===== src/rtl/multdiv_pkg.sv =====
// Shared types and constants for the multiply/divide sequencer.
// The optional MULTDIV_EARLY_TERM_EN macro is consumed by multdiv_sequencer, not here.
package multdiv_pkg;

   typedef enum logic [1:0] {
      ST_IDLE,
      ST_LOAD,
      ST_RUN,
      ST_DONE
   } state_e;

   localparam int unsigned DEF_MULT_STEPS = 16;
   localparam int unsigned DEF_DIV_STEPS  = 32;
   localparam int          CNT_W          = 6;

endpackage


===== src/rtl/multdiv_step_counter.sv =====
// Iteration counter for the multiply/divide sequencer: sync clear, enable, saturates at all-ones.
module multdiv_step_counter
   import multdiv_pkg::*;
(
   input  logic             clock,
   input  logic             reset,
   input  logic             clear,
   input  logic             enable,
   output logic [CNT_W-1:0] count
);

   logic [CNT_W-1:0] count_q;
   logic [CNT_W-1:0] count_d;

   always_comb begin
      count_d = count_q;
      if (clear) begin
         count_d = '0;
      end else if (enable && (count_q != '1)) begin
         count_d = count_q + 1'b1;
      end
   end

   always_ff @(posedge clock) begin
      if (reset) begin
         count_q <= '0;
      end else begin
         count_q <= count_d;
      end
   end

   assign count = count_q;

endmodule


===== src/rtl/multdiv_sequencer.sv =====
// Control FSM sequencing the iterative multiply/divide datapath (IDLE -> LOAD -> RUN -> DONE).
// Define MULTDIV_EARLY_TERM_EN to add the early_done port and early multiply termination.
module multdiv_sequencer
   import multdiv_pkg::*;
#(
   parameter int unsigned MULT_STEPS = DEF_MULT_STEPS,
   parameter int unsigned DIV_STEPS  = DEF_DIV_STEPS
) (
   input  logic             clock,
   input  logic             reset,
   input  logic             ctrl_MULT,
   input  logic             ctrl_DIV,
   input  logic             divisor_zero,
   input  logic             mult_overflow,
`ifdef MULTDIV_EARLY_TERM_EN
   input  logic             early_done,
`endif
   output logic             op_load,
   output logic             op_is_div,
   output logic             step_en,
   output logic [CNT_W-1:0] count,
   output logic             busy,
   output logic             data_resultRDY,
   output logic             data_exception
);

   localparam int unsigned CNT_MAX = (1 << CNT_W) - 1;

   if ((MULT_STEPS < 1) || (MULT_STEPS > CNT_MAX) ||
       (DIV_STEPS < 1) || (DIV_STEPS > CNT_MAX)) begin : g_bad_steps
      $error("multdiv_sequencer: MULT_STEPS and DIV_STEPS must lie in 1..63");
   end

   localparam logic [CNT_W-1:0] MULT_LAST = CNT_W'(MULT_STEPS - 1);
   localparam logic [CNT_W-1:0] DIV_LAST  = CNT_W'(DIV_STEPS - 1);

   state_e state_q, state_d;
   logic   op_is_div_q, op_is_div_d;
   logic   dz_flag_q, dz_flag_d;
   logic   op_load_q, op_load_d;
   logic   step_en_q, step_en_d;
   logic   busy_q, busy_d;
   logic   rdy_q, rdy_d;
   logic   first_run;
   logic   last_step;

   multdiv_step_counter u_counter (
      .clock  (clock),
      .reset  (reset),
      .clear  (state_q == ST_LOAD),
      .enable (state_q == ST_RUN),
      .count  (count)
   );

   assign first_run = (count == '0);
   assign last_step = op_is_div_q ? (count == DIV_LAST) : (count == MULT_LAST);

   // A new request restarts from any state; divide has priority over multiply.
   always_comb begin
      state_d     = state_q;
      op_is_div_d = op_is_div_q;
      dz_flag_d   = dz_flag_q;
      if (ctrl_DIV) begin
         state_d     = ST_LOAD;
         op_is_div_d = 1'b1;
      end else if (ctrl_MULT) begin
         state_d     = ST_LOAD;
         op_is_div_d = 1'b0;
      end else begin
         case (state_q)
            ST_IDLE: state_d = ST_IDLE;
            ST_LOAD: begin
               state_d   = ST_RUN;
               dz_flag_d = 1'b0;
            end
            ST_RUN: begin
               if (first_run) begin
                  dz_flag_d = divisor_zero;
               end
               if (op_is_div_q && first_run && divisor_zero) begin
                  state_d = ST_DONE;
               end else if (last_step) begin
                  state_d = ST_DONE;
`ifdef MULTDIV_EARLY_TERM_EN
               end else if (!op_is_div_q && early_done) begin
                  state_d = ST_DONE;
`endif
               end
            end
            ST_DONE: begin
               state_d     = ST_IDLE;
               op_is_div_d = 1'b0;
            end
            default: state_d = ST_IDLE;
         endcase
      end
      op_load_d = (state_d == ST_LOAD);
      step_en_d = (state_d == ST_RUN);
      busy_d    = (state_d == ST_LOAD) || (state_d == ST_RUN);
      rdy_d     = (state_d == ST_DONE);
   end

   always_ff @(posedge clock) begin
      if (reset) begin
         state_q     <= ST_IDLE;
         op_is_div_q <= 1'b0;
         dz_flag_q   <= 1'b0;
         op_load_q   <= 1'b0;
         step_en_q   <= 1'b0;
         busy_q      <= 1'b0;
         rdy_q       <= 1'b0;
      end else begin
         state_q     <= state_d;
         op_is_div_q <= op_is_div_d;
         dz_flag_q   <= dz_flag_d;
         op_load_q   <= op_load_d;
         step_en_q   <= step_en_d;
         busy_q      <= busy_d;
         rdy_q       <= rdy_d;
      end
   end

   assign op_load        = op_load_q;
   assign op_is_div      = op_is_div_q;
   assign step_en        = step_en_q;
   assign busy           = busy_q;
   assign data_resultRDY = rdy_q;
   // mult_overflow is only valid from the datapath during DONE, so it is gated here.
   assign data_exception = rdy_q & (op_is_div_q ? dz_flag_q : mult_overflow);

endmodule


===== config.mk =====
export PLATFORM = sky130hd
export DESIGN_NAME = multdiv_sequencer
export DESIGN_NICKNAME = d
export VERILOG_FILES = /design/src/rtl/multdiv_pkg.sv /design/src/rtl/multdiv_step_counter.sv /design/src/rtl/multdiv_sequencer.sv
export SDC_FILE = /design/constraint.sdc
export NUM_CORES = 1
export LEC_CHECK = 0
export ABC_AREA = 1
export CORE_UTILIZATION = 40
export DETAILED_ROUTE_END_ITERATION = 10
export HOLD_SLACK_MARGIN = 0.02
export PLACE_DENSITY = 0.68
export SLEW_MARGIN = 15
export SYNTH_ARGS = -nofsm -noshare
export SYNTH_HDL_FRONTEND = slang
export SYNTH_HIERARCHICAL = 1
export SYNTH_SLANG_ARGS = --single-unit

===== constraint.sdc =====
create_clock -name clock -period 1.45 [get_ports clock]
set_input_delay 0.3625 -clock clock [delete_from_list [all_inputs] [get_ports clock]]
set_output_delay 0.3625 -clock clock [all_outputs]
set_load 0.03 [all_outputs]

## Word-level counts from Yosys, hierarchy flattened

Index checks and enable logic that the tools add are counted.

- Register bits after elaboration: 14
- Bits of input ports: 6

- $add $sub $neg: 1
- Equal/unequal tests: 10
- Muxes and demuxes: 12
- Bitwise logic cells: 3
- Reduce and logical (&&, ||, !) cells: 11

Operators by type and width:

| kind | number |
|---|---|
| 2-bit equality test (second input constant) | 4 |
| 2-bit two-way mux | 4 |
| 6-bit by 1-bit adder with 6-bit output (second input constant) | 1 |
| 6-bit by 4-bit equality test with 1-bit output (second input constant) | 1 |
| 6-bit by 5-bit equality test with 1-bit output (second input constant) | 1 |
| 6-bit logical NOT | 1 |
| 1-bit two-way mux | 6 |
| 6-bit != test (second input constant) | 1 |
| 2-bit case mux with 3 select lines | 1 |
| 2-bit by 1-bit equality test with 1-bit output (second input constant) | 2 |
| 4-bit AND reduction | 1 |
| 2-bit OR reduction | 2 |
| 1-bit logical AND | 3 |
| 3-bit nonzero test | 1 |
| 2-bit logical NOT | 1 |
| 2-bit != test (second input constant) | 1 |
| 1-bit inverter | 2 |
| 1-bit case mux with 2 select lines | 1 |
| 2-bit nonzero test | 1 |
| 1-bit bitwise AND | 1 |
| 1-bit logical OR | 1 |

## Longest topological paths before layout

Gate-level depths: netlist of run 1.

- Depth in word-level cells: 9
- Gate-level depth with buffers: 11
- Gate-level depth less buffers: 11

## Cells and area by module

The synthesis of run 1 kept the hierarchy.

By module, submodules not included:

| module | instances | cells an instance | area an instance (um^2) | sequential area each (um^2) |
|---|---|---|---|---|
| multdiv_sequencer | 1 | 60 | 470.5 | 160.2 |
| multdiv_step_counter | 1 | 56 | 359.1 | 120.1 |

## Worst setup path before layout of run 1

OpenSTA, ideal clock, no wires.

- Kind: reg-to-reg
- Start: register u_counter.count_q[3], in the netlist u_counter/count[3]
- End: register busy_q, in the netlist busy
- Data arrival time: 1516 ps
- Data required time: 1384 ps
- Path slack: -131 ps
- Stages on the path, launching flop included: 10
- Buffers on the path: 0
- Clock period less this slack: 1581 ps
- Cell sequence: dfxtp_1 > nand2_1 > nor2_2 > nand3_2 > nand3_2 > nand2_2 > nand2_2 > inv_1 > ha_1 > nor2_1

- Longest elaborated chain between the ends: 9
- Elaborated cells between the ends (all ways): 14

RTL lines:

| item | RTL line | source |
|---|---|---|
| from (decl) | multdiv_step_counter.sv:12 | `logic [CNT_W-1:0] count_q;` |
| from (signal assigned) | multdiv_step_counter.sv:28 | `count_q <= count_d;` |
| 6-bit by 4-bit equality test with 1-bit output (tied with other cells) | multdiv_sequencer.sv:56 | `assign last_step = op_is_div_q ? (count == DIV_LAST) : (count == MULT_LAST);` |
| 1-bit two-way mux / 1-bit logical AND (equally long branches) | multdiv_sequencer.sv:56, multdiv_sequencer.sv:80 |  |
| 2-bit two-way mux / 1-bit logical AND (equally long branches) | multdiv_sequencer.sv:82, multdiv_sequencer.sv:80 |  |
| 2-bit two-way mux (*) | multdiv_sequencer.sv:80 | `if (op_is_div_q && first_run && divisor_zero) begin` |
| 2-bit case mux with 3 select lines (*) | multdiv_sequencer.sv:70 | `case (state_q)` |
| 2-bit two-way mux (*) | multdiv_sequencer.sv:66 | `end else if (ctrl_MULT) begin` |
| 2-bit two-way mux (*) | multdiv_sequencer.sv:63 | `if (ctrl_DIV) begin` |
| named net state_d[0] | multdiv_sequencer.sv:37 | `state_e state_q, state_d;` |
| 2-bit by 1-bit equality test with 1-bit output / 2-bit equality test (equally long branches) | multdiv_sequencer.sv:99 | `busy_d = (state_d == ST_LOAD) \|\| (state_d == ST_RUN);` |
| 1-bit logical OR (*) | multdiv_sequencer.sv:99 |  |
| to (signal assigned) | multdiv_sequencer.sv:118 | `busy_q <= busy_d;` |
| to (decl) | multdiv_sequencer.sv:42 | `logic busy_q, busy_d;` |

The timed path passes the listed nets; every way through them passes the cells marked *.
A chain may end at the register's enable or synchronous reset.

## Final worst setup path of run 1

- Start: register u_counter.count_q[1], in the netlist u_counter/count[1]
- End: output count[1]

RTL lines:

| item | RTL line | source |
|---|---|---|
| to (decl) | multdiv_sequencer.sv:21 | `output logic [CNT_W-1:0] count,` |

No word-level cell between the ends.

==> results of run 1 <==
power groups by stage:
stage | Sequential (mW) | Clock, mW | Combinational (mW)
final | 0.400 | 0.202 | 0.112
after CTS | 0.403 | 0.218 | 0.112
after global placement | 0.412 | 0 | 0.115
after global routing | 0.402 | 0.237 | 0.123
after floorplan | 0.427 | 0 | 0.0493
after detailed placement | 0.412 | 0 | 0.117
synth_stat cells (all sizes together):
cell type	instances	area (sq um)
nand3	9	60.1
clkbuf	1	3.75
nor3	1	5.00
xor2	1	8.76
o21ba	1	10.0
nor2	24	115
a21oi	5	28.8
or2	1	6.26
inv	18	67.6
buf	1	7.51
nand4	5	31.3
nand2	25	98.8
ha	7	87.6
dfxtp	14	280
o21ai	3	18.8
path summary, 6_finish.rpt:
check | start | endpoint | slack [ns]
min | dz_flag_q | dz_flag_q | 0.46
min reg2reg | dz_flag_q | dz_flag_q | 0.46
max | u_counter/count[1] | count[1] | 0.06
max reg2reg | state_q[0] | dz_flag_q | 0.09
per-stage QoR:
stage | cells | power (mW) | util | hold WS [ns]
floorplan | 116 | 0.476 | - | 0.440
global placement | 167 | 0.527 | 0.552 | 0.453
detailed placement | 167 | 0.529 | 0.552 | 0.453
CTS | 170 | 0.733 | 0.562 | 0.465
global route | 170 | 0.762 | 0.570 | 0.500
finish | 170 | 0.714 | 0.570 | 0.462
state kept, by name (all words and copies together), names as in the netlist:
register and count:
busy 1, data_resultRDY 1, dz_flag_q 1, op_is_div 1
op_load 1, state_q 2, step_en 1, u_counter/count 6
logic make-up (layout without fill, tap and decap cells):
kind of cell / after synthesis / in the layout / share of synthesized area
buffers and inverters: 20 / 47 / 0.0950
AND/OR/NAND/NOR: 65 / 65 / 0.382
flip-flops: 14 / 14 / 0.338
AO/OA/AOI/OAI: 9 / 9 / 0.0694
XOR/XNOR: 1 / 1 / 0.0106
adder cells (fa/ha/maj): 7 / 7 / 0.106
per-layer routing:
layer | up-vias | wire length, um | GRT usage
met2 | 18 | 779 | 0.255
met3 | 2 | 70 | 0.0340
met4 | 0 | 19 | 0.0667
met1 | 363 | 843 | 0.229
li1 | 417 | - | -
met5 | - | 0 | 0
final cells by class:
type,count,area [sq um]
Multi-Input combinational cell,82,479
Fill cell,194,843
Inverter,18,67.6
Tap cell,27,33.8
Sequential cell,14,293
Clock buffer,3,22.5
Timing Repair Buffer,26,223
worst reg2reg max path: cells and delay by family (launching register included):
family | cells | cell delay, ns
flip-flops | 1 | 0.36
buffers and inverters | 2 | 0.25
AND/OR/NAND/NOR | 3 | 0.34
AO/OA/AOI/OAI | 1 | 0.10
adder cells (fa/ha/maj) | 1 | 0.24
timing repair:
item	4_1_cts	5_1_grt
buffers inserted	0	0
pin swaps	2	1
gates resized for setup	10	7
endpoints found under the setup margin	8	5
hold endpoints to repair	0	0
==> flow_summary_export.csv, run 1 <==
group,metric,value,unit
global_route,grt_pass1_wl,2640,um
floorplanning,core_area,1960,sq um
clock_network,cts.sinks,14,
worst_setup_path,worst-r2r-cell-count,7,
global_route,grt-ovfl-total,0,
worst_setup_path,cp_num_buf_inv,1,
power,pwr-share-comb,0.156,
routing,wl_per_cell,10.1,um
floorplanning,die_x,47.5,um
worst_setup_path,critPathLaunchType,"register",
global_route,track_usage,0.167,
worst_setup_path,worstPathCellList,"clkdlybuf4s15_1",
placed_design,dpl_cell_area,1080,sq um
layout,syn2layout_area_growth,34.8,%
hold_path,worstHoldPathCells,2,
placed_design,gp_congestion,0.813,
clock_network,cts.path.max_buffers,2,
layout,final_common_cell,"nand2_1",
floorplanning,start_util,0.423,
power,clock_power_share,0.283,
worst_setup_path,crit_arrival,1.03,ns
routing,post_drt_via_cell_ratio,4.71,
sta,setup_viol,0,
synth,synth_nets,129,
synth,synth_area_per_cell,7.15,sq um
placed_design,hpwl,1360,um
power,ir_drop,0.595,mV
placed_design,preCtsSetupSlack,-0.310,ns
worst_setup_path,crit_cells,1,
floorplanning,rows,16,
synth,yosysWarnings,6,
layout,diodes,0,
sta,rsz0062_at_grt,"no",
worst_setup_path,critPathCaptureType,"output pin",
floorplanning,io_pins,18,
clock_network,cts_max_level,1,
layout,final_cell_mix,"nand2_1, inv_1, nor2_1, buf_4, nor2_2",
clock_network,path_clk_slew,0.07,ns
placed_design,port_buffers,17,
sta,max_freq,718,MHz
power,p_sw_frac,0.249,
layout,nNetsFinal,158,
routing,drt_iter0_drc,15,
clock_network,numCtsBuffers,3,
sta,fin_crit_sh,0.961,
global_route,grt_pass1_vias,620,
routing,post-route-drc-count,0,
power,p_int,0.537,mW
sta,final_hold_viol_count,0,
floorplanning,die_y,47.5,um
flow_run,cap_violations,0,
sta,tns,0,ns
sta,maxSlewHeadroom,0.796,
synth,syn_inst,116,
clock_network,cts_hold_buf,0,
power,sequentialPowerShare,0.561,
worst_setup_path,cp_max_fo,7,
sta,min_period,1.39,ns
global_route,antenna_found_initial,0,
worst_setup_path,cpPeakStageDelay,0.39,ns
routing,vias,800,
layout,fin_area,1120,sq um
sta,skew,0.00129,ns
synth,ys_types,22,
layout,final_layout_size_suffix_gt1_frac,0.315,
outcome,outcome,"finished, final reports clean",
hold_path,min_path_type,"register to register",
synth,synth_seq_cells,14,
clock_network,cts_tree,"yes",
worst_setup_path,critical-path-top-delay-family,"flip-flops",
power,leakage,0.527,nW
routing,drt_pass1_iterations,4,
sta,worst_pin_slew,0.306,ns
worst_setup_path,cp.required,1.09,ns
power,p_sw,0.177,mW
floorplanning,die_area,2260,sq um
clock_network,clk_latency,0.27,ns
worst_setup_path,cpMaxStageDelayCell,"dfxtp_4",
clock_network,cts_root_buf,"clkbuf_4",
routing,wirelength,1710,um
sta,report.final.slew_viol_count,0,
power,cellPowerDensity,638,nW/um^2
sta,fin_ws,0.0569,ns
synth,ys_seq_area_frac,0.338,
routing,ant_nets,0,
global_route,grt_max_degree,10,
worst_setup_path,path_class,"register to output pin",
synth,synthesis.area,830,sq um
Power figures use the tool's default switching activity.
==> run 2: changes to the inputs <==
--- a/config.mk
+++ b/config.mk
@@ -9,6 +9,7 @@
 export CORE_UTILIZATION = 40
 export DETAILED_ROUTE_END_ITERATION = 10
 export HOLD_SLACK_MARGIN = 0.02
+export MAX_ROUTING_LAYER = met4
 export PLACE_DENSITY = 0.68
 export SLEW_MARGIN = 15
 export SYNTH_ARGS = -nofsm -noshare
==> flow_summary_export.csv, run 2 (synthesized netlist as in run 1, its figures left out) <==
group,metric,value,unit
outcome,outcome,"finished, final reports clean",
global_route,grt_pass1_wl,2640,um
layout,nFillCells,194,
layout,final_cell_mix,"nand2_1, inv_1, nor2_1, buf_4, nor2_2",
worst_setup_path,critPathLaunchType,"register",
power,ir_drop,0.595,mV
clock_network,cts.path.max_buffers,2,
hold_path,min_path_type,"register to register",
sta,setup_viol,0,
clock_network,cts_hold_buf,0,
placed_design,dpl_cell_area,1080,sq um
clock_network,clk_latency,0.27,ns
power,power,0.714,mW
worst_setup_path,critical-path-top-delay-family,"flip-flops",
worst_setup_path,cpMaxStageDelayCell,"dfxtp_4",
power,cellPowerDensity,638,nW/um^2
layout,fin_util,0.570,
flow_run,cap_violations,0,
power,p_sw_frac,0.249,
power,p_int,0.537,mW
layout,final_layout_size_suffix_gt1_frac,0.315,
worst_setup_path,path_class,"register to output pin",
global_route,grt-ovfl-total,0,
worst_setup_path,cp_num_buf_inv,1,
power,leakage,0.527,nW
floorplanning,core_area,1960,sq um
worst_setup_path,worst-r2r-cell-count,7,
worst_setup_path,crit_cells,1,
layout,fin_area,1120,sq um
clock_network,cts_root_buf,"clkbuf_4",
worst_setup_path,cp.required,1.09,ns
floorplanning,die_y,47.5,um
floorplanning,die_area,2260,sq um
power,p_sw,0.177,mW
power,sequentialPowerShare,0.561,
power,pwr-share-comb,0.156,
worst_setup_path,worstPathCellList,"clkdlybuf4s15_1",
worst_setup_path,cp_max_fo,7,
routing,post-route-drc-count,0,
sta,rsz0062_at_grt,"no",
sta,skew,0.00129,ns
global_route,track_usage,0.172,
worst_setup_path,cpPeakStageDelay,0.39,ns
clock_network,numCtsBuffers,3,
sta,maxSlewHeadroom,0.796,
placed_design,preCtsSetupSlack,-0.310,ns
global_route,antenna_found_initial,0,
routing,post_drt_via_cell_ratio,4.71,
sta,finalHoldWorstSlack,0.462,ns
routing,drt_pass1_iterations,4,
worst_setup_path,critPathCaptureType,"output pin",
layout,syn2layout_area_growth,34.8,%
global_route,grt_max_degree,10,
routing,ant_nets,0,
clock_network,cts.sinks,14,
placed_design,gp_congestion,0.825,
sta,report.final.slew_viol_count,0,
global_route,grt_pass1_vias,620,
layout,final_common_cell,"nand2_1",
sta,max_freq,718,MHz
sta,fin_ws,0.0569,ns
placed_design,hpwl,1360,um
floorplanning,start_util,0.423,
layout,diodes,0,
floorplanning,die_x,47.5,um
floorplanning,io_pins,18,
routing,wl_per_cell,10.1,um
routing,wirelength,1710,um
layout,multi_input_area,479,sq um
clock_network,cts_max_level,1,
routing,drt_iter0_drc,15,
placed_design,port_buffers,17,
layout,regArea,293,sq um
floorplanning,rows,16,
clock_network,path_clk_slew,0.07,ns
sta,fin_crit_sh,0.961,
routing,vias,800,
worst_setup_path,crit_arrival,1.03,ns
hold_path,worstHoldPathCells,2,
power,clock_power_share,0.283,
layout,nNetsFinal,158,
sta,min_period,1.39,ns
clock_network,cts_tree,"yes",
sta,final_hold_viol_count,0,
layout,largest_reg_flops,6,
sta,worst_pin_slew,0.306,ns
[run 2: final cells by class]
cell class / instances / share of cell area
tap: 27 / 0.0302
multi-input combinational: 82 / 0.428
inverter: 18 / 0.0604
timing repair buffer: 26 / 0.199
sequential: 14 / 0.262
clock buffer: 3 / 0.0201
[run 2: tightest hold or removal path: stages, from the launching register on]
cell and delay (ns):
dfxtp_1 0.31, nand2_1 0.06, a21oi_1 0.05
[run 2: per-stage QoR]
step                      TNS, ns  cells
final                           0    170
after floorplan                 0    116
after detailed placement    -1.16    167
after CTS                 -0.0347    170
after global routing            0    170
after global placement     -0.967    167
[run 2: repair_timing]
item,CTS,global route
setup buffers,0,0
endpoints found under the setup margin,8,5
gates resized for setup,10,7
pin swaps,2,1
[run 2: power groups by stage]
| stage | clock network [mW] | registers (mW) | logic [mW] |
|---|---|---|---|
| 2_1_floorplan | 0 | 0.427 | 0.0493 |
| 3_3_place_gp | 0 | 0.412 | 0.115 |
| 3_5_place_dp | 0 | 0.412 | 0.117 |
| 4_1_cts | 0.218 | 0.403 | 0.112 |
| 5_1_grt | 0.237 | 0.402 | 0.123 |
| 6_report | 0.202 | 0.400 | 0.112 |
[run 2: layer usage]
metal | GRT usage | wire [um] | part of all wire
met4 | 0.0667 | 21 | 0.012
met2 | 0.255 | 777 | 0.45
met1 | 0.229 | 843 | 0.49
met5 | - | 0 | 0
met3 | 0.0340 | 70 | 0.041
[run 2: path summary, 6_finish.rpt]
check,startpoint,to,slack (ns)
setup reg to reg,state_q[0],dz_flag_q,0.09
hold / removal,dz_flag_q,dz_flag_q,0.46
hold reg to reg,dz_flag_q,dz_flag_q,0.46
setup / recovery,u_counter/count[1],count[1],0.06
==> run 3: changes to the inputs <==
--- a/config.mk
+++ b/config.mk
@@ -6,11 +6,11 @@
 export NUM_CORES = 1
 export LEC_CHECK = 0
 export ABC_AREA = 1
-export CORE_UTILIZATION = 40
+export CORE_ASPECT_RATIO = 0.5
+export CORE_UTILIZATION = 30
 export DETAILED_ROUTE_END_ITERATION = 10
 export HOLD_SLACK_MARGIN = 0.02
 export MAX_ROUTING_LAYER = met4
-export PLACE_DENSITY = 0.68
 export SLEW_MARGIN = 15
 export SYNTH_ARGS = -nofsm -noshare
 export SYNTH_HDL_FRONTEND = slang
==> flow_summary_export.csv, run 3 (synthesized netlist as in run 1, its figures left out) <==
group,metric,value,unit
outcome,outcome,"finished, final reports clean",
hold_path,worstHoldPathCells,2,
placed_design,dp.cells,181,
routing,post-route-drc-count,0,
sta,fin_ws,0.0615,ns
routing,wl_per_cell,9.79,um
worst_setup_path,crit_cells,1,
layout,fin_area,1190,sq um
worst_setup_path,path_class,"register to output pin",
routing,drt_pass1_iterations,4,
worst_setup_path,cpPeakStageDelay,0.41,ns
sta,max_freq,720,MHz
global_route,grt_max_degree,9,
worst_setup_path,worstPathCellList,"dlygate4sd2_1",
floorplanning,io_pins,18,
power,cellPowerDensity,751,nW/um^2
clock_network,cts_max_level,1,
hold_path,min_from,"dz_flag_q",
routing,vias,804,
sta,fin_crit_sh,0.958,
sta,worst_pin_slew,0.304,ns
placed_design,hpwl,1440,um
floorplanning,die_x,76.4,um
layout,final_cell_mix,"nand2_1, buf_4, inv_1, nor2_1, dlygate4sd2_1",
clock_network,numCtsBuffers,3,
layout,largest_reg_flops,6,
worst_setup_path,cp_num_buf_inv,1,
worst_setup_path,critPathCaptureType,"output pin",
sta,tns,0,ns
floorplanning,die_y,39.2,um
sta,setup_viol,0,
power,power,0.897,mW
layout,final_common_cell,"nand2_1",
worst_setup_path,critical-path-top-delay-family,"buffers and inverters",
flow_run,cap_violations,0,
global_route,antenna_found_initial,0,
sta,final_hold_viol_count,0,
layout,regArea,289,sq um
worst_setup_path,critPathLaunchType,"register",
clock_network,cts_root_buf,"clkbuf_8",
worst_setup_path,worst-r2r-cell-count,7,
layout,fin_util,0.459,
sta,min_period,1.39,ns
floorplanning,die_area,2990,sq um
placed_design,preCtsSetupSlack,-0.271,ns
clock_network,clk_latency,0.24,ns
global_route,grt_pass1_vias,690,
placed_design,gp_congestion,0.800,
layout,nFillCells,266,
hold_path,min_path_type,"register to register",
placed_design,dpl_cell_area,1130,sq um
worst_setup_path,r2r_start,"state_q[0]",
layout,diodes,0,
sta,maxSlewHeadroom,0.798,
layout,nNetsFinal,162,
sta,rsz0062_at_grt,"no",
sta,finalHoldWorstSlack,0.471,ns
placed_design,port_buffers,17,
layout,multi_input_area,488,sq um
worst_setup_path,crit_arrival,1.03,ns
power,ir_drop,0.588,mV
routing,post_drt_via_cell_ratio,4.35,
layout,finalNonFillerCells,185,
layout,syn2layout_area_growth,43.9,%
global_route,track_usage,0.135,
global_route,grt-ovfl-total,0,
worst_setup_path,cp.required,1.09,ns
clock_network,cts.path.max_buffers,2,
sta,skew,0.000217,ns
worst_setup_path,cpMaxStageDelayCell,"dlygate4sd2_1",
routing,ant_nets,0,
worst_setup_path,crit_start,"u_counter/count[0]",
routing,drt_iter0_drc,41,
floorplanning,core_area,2600,sq um
routing,wirelength,1810,um
clock_network,cts.sinks,14,
clock_network,cts_tree,"yes",
sta,report.final.slew_viol_count,0,
floorplanning,rows,13,
clock_network,path_clk_slew,0.06,ns
power,leakage,0.561,nW
clock_network,post_cts_buffers,0,
floorplanning,start_util,0.319,
worst_setup_path,cp_max_fo,6,
global_route,grt_pass1_wl,2880,um
layout,final_layout_size_suffix_gt1_frac,0.331,
==> run 3: area by class of cell <==
cell class	instances	share of cell area
Multi-Input combinational cell	82	0.409
Sequential cell	14	0.242
Timing Repair Buffer	30	0.208
Inverter	18	0.0566
Clock buffer	4	0.0461
Tap cell	37	0.0388
==> run 3: worst paths after layout <==
kind              slack (ns)         to
hold / removal          0.47  dz_flag_q
hold reg to reg         0.47  dz_flag_q
setup / recovery        0.06   count[0]
setup reg to reg        0.10  dz_flag_q
==> run 3: routing by layer <==
layer | track usage | vias to the layer above | part of all wire
met4 | 0.0433 | 0 | 0.0094
met2 | 0.243 | 5 | 0.48
met5 | - | - | 0
li1 | - | 426 | -
met1 | 0.146 | 371 | 0.49
met3 | 0.0494 | 2 | 0.028
==> run 3: report_power, final <==
| part | total (mW) | leakage, nW | switching (mW) | internal (mW) |
|---|---|---|---|---|
| Sequential | 0.403 | 0.117 | 0.00652 | 0.397 |
| Clock | 0.378 | 0.0288 | 0.138 | 0.241 |
| Combinational | 0.115 | 0.415 | 0.0646 | 0.0505 |
| Total | 0.897 | 0.561 | 0.209 | 0.688 |
==> run 3: repair_timing <==
action | CTS | global route
setup endpoints to repair | 9 | 9
hold buffers | 0 | 0
pin swaps | 3 | 0
endpoints found under the hold margin | 0 | 0
resized for setup | 11 | 5
==> run 3: worst register-to-register path: stages (launching register included) <==
cell	delay [ns]
dfxtp_2	0.34
inv_1	0.07
ha_1	0.22
buf_4	0.18
or2_0	0.22
nand3_1	0.08
nand2_1	0.05
a21oi_1	0.12
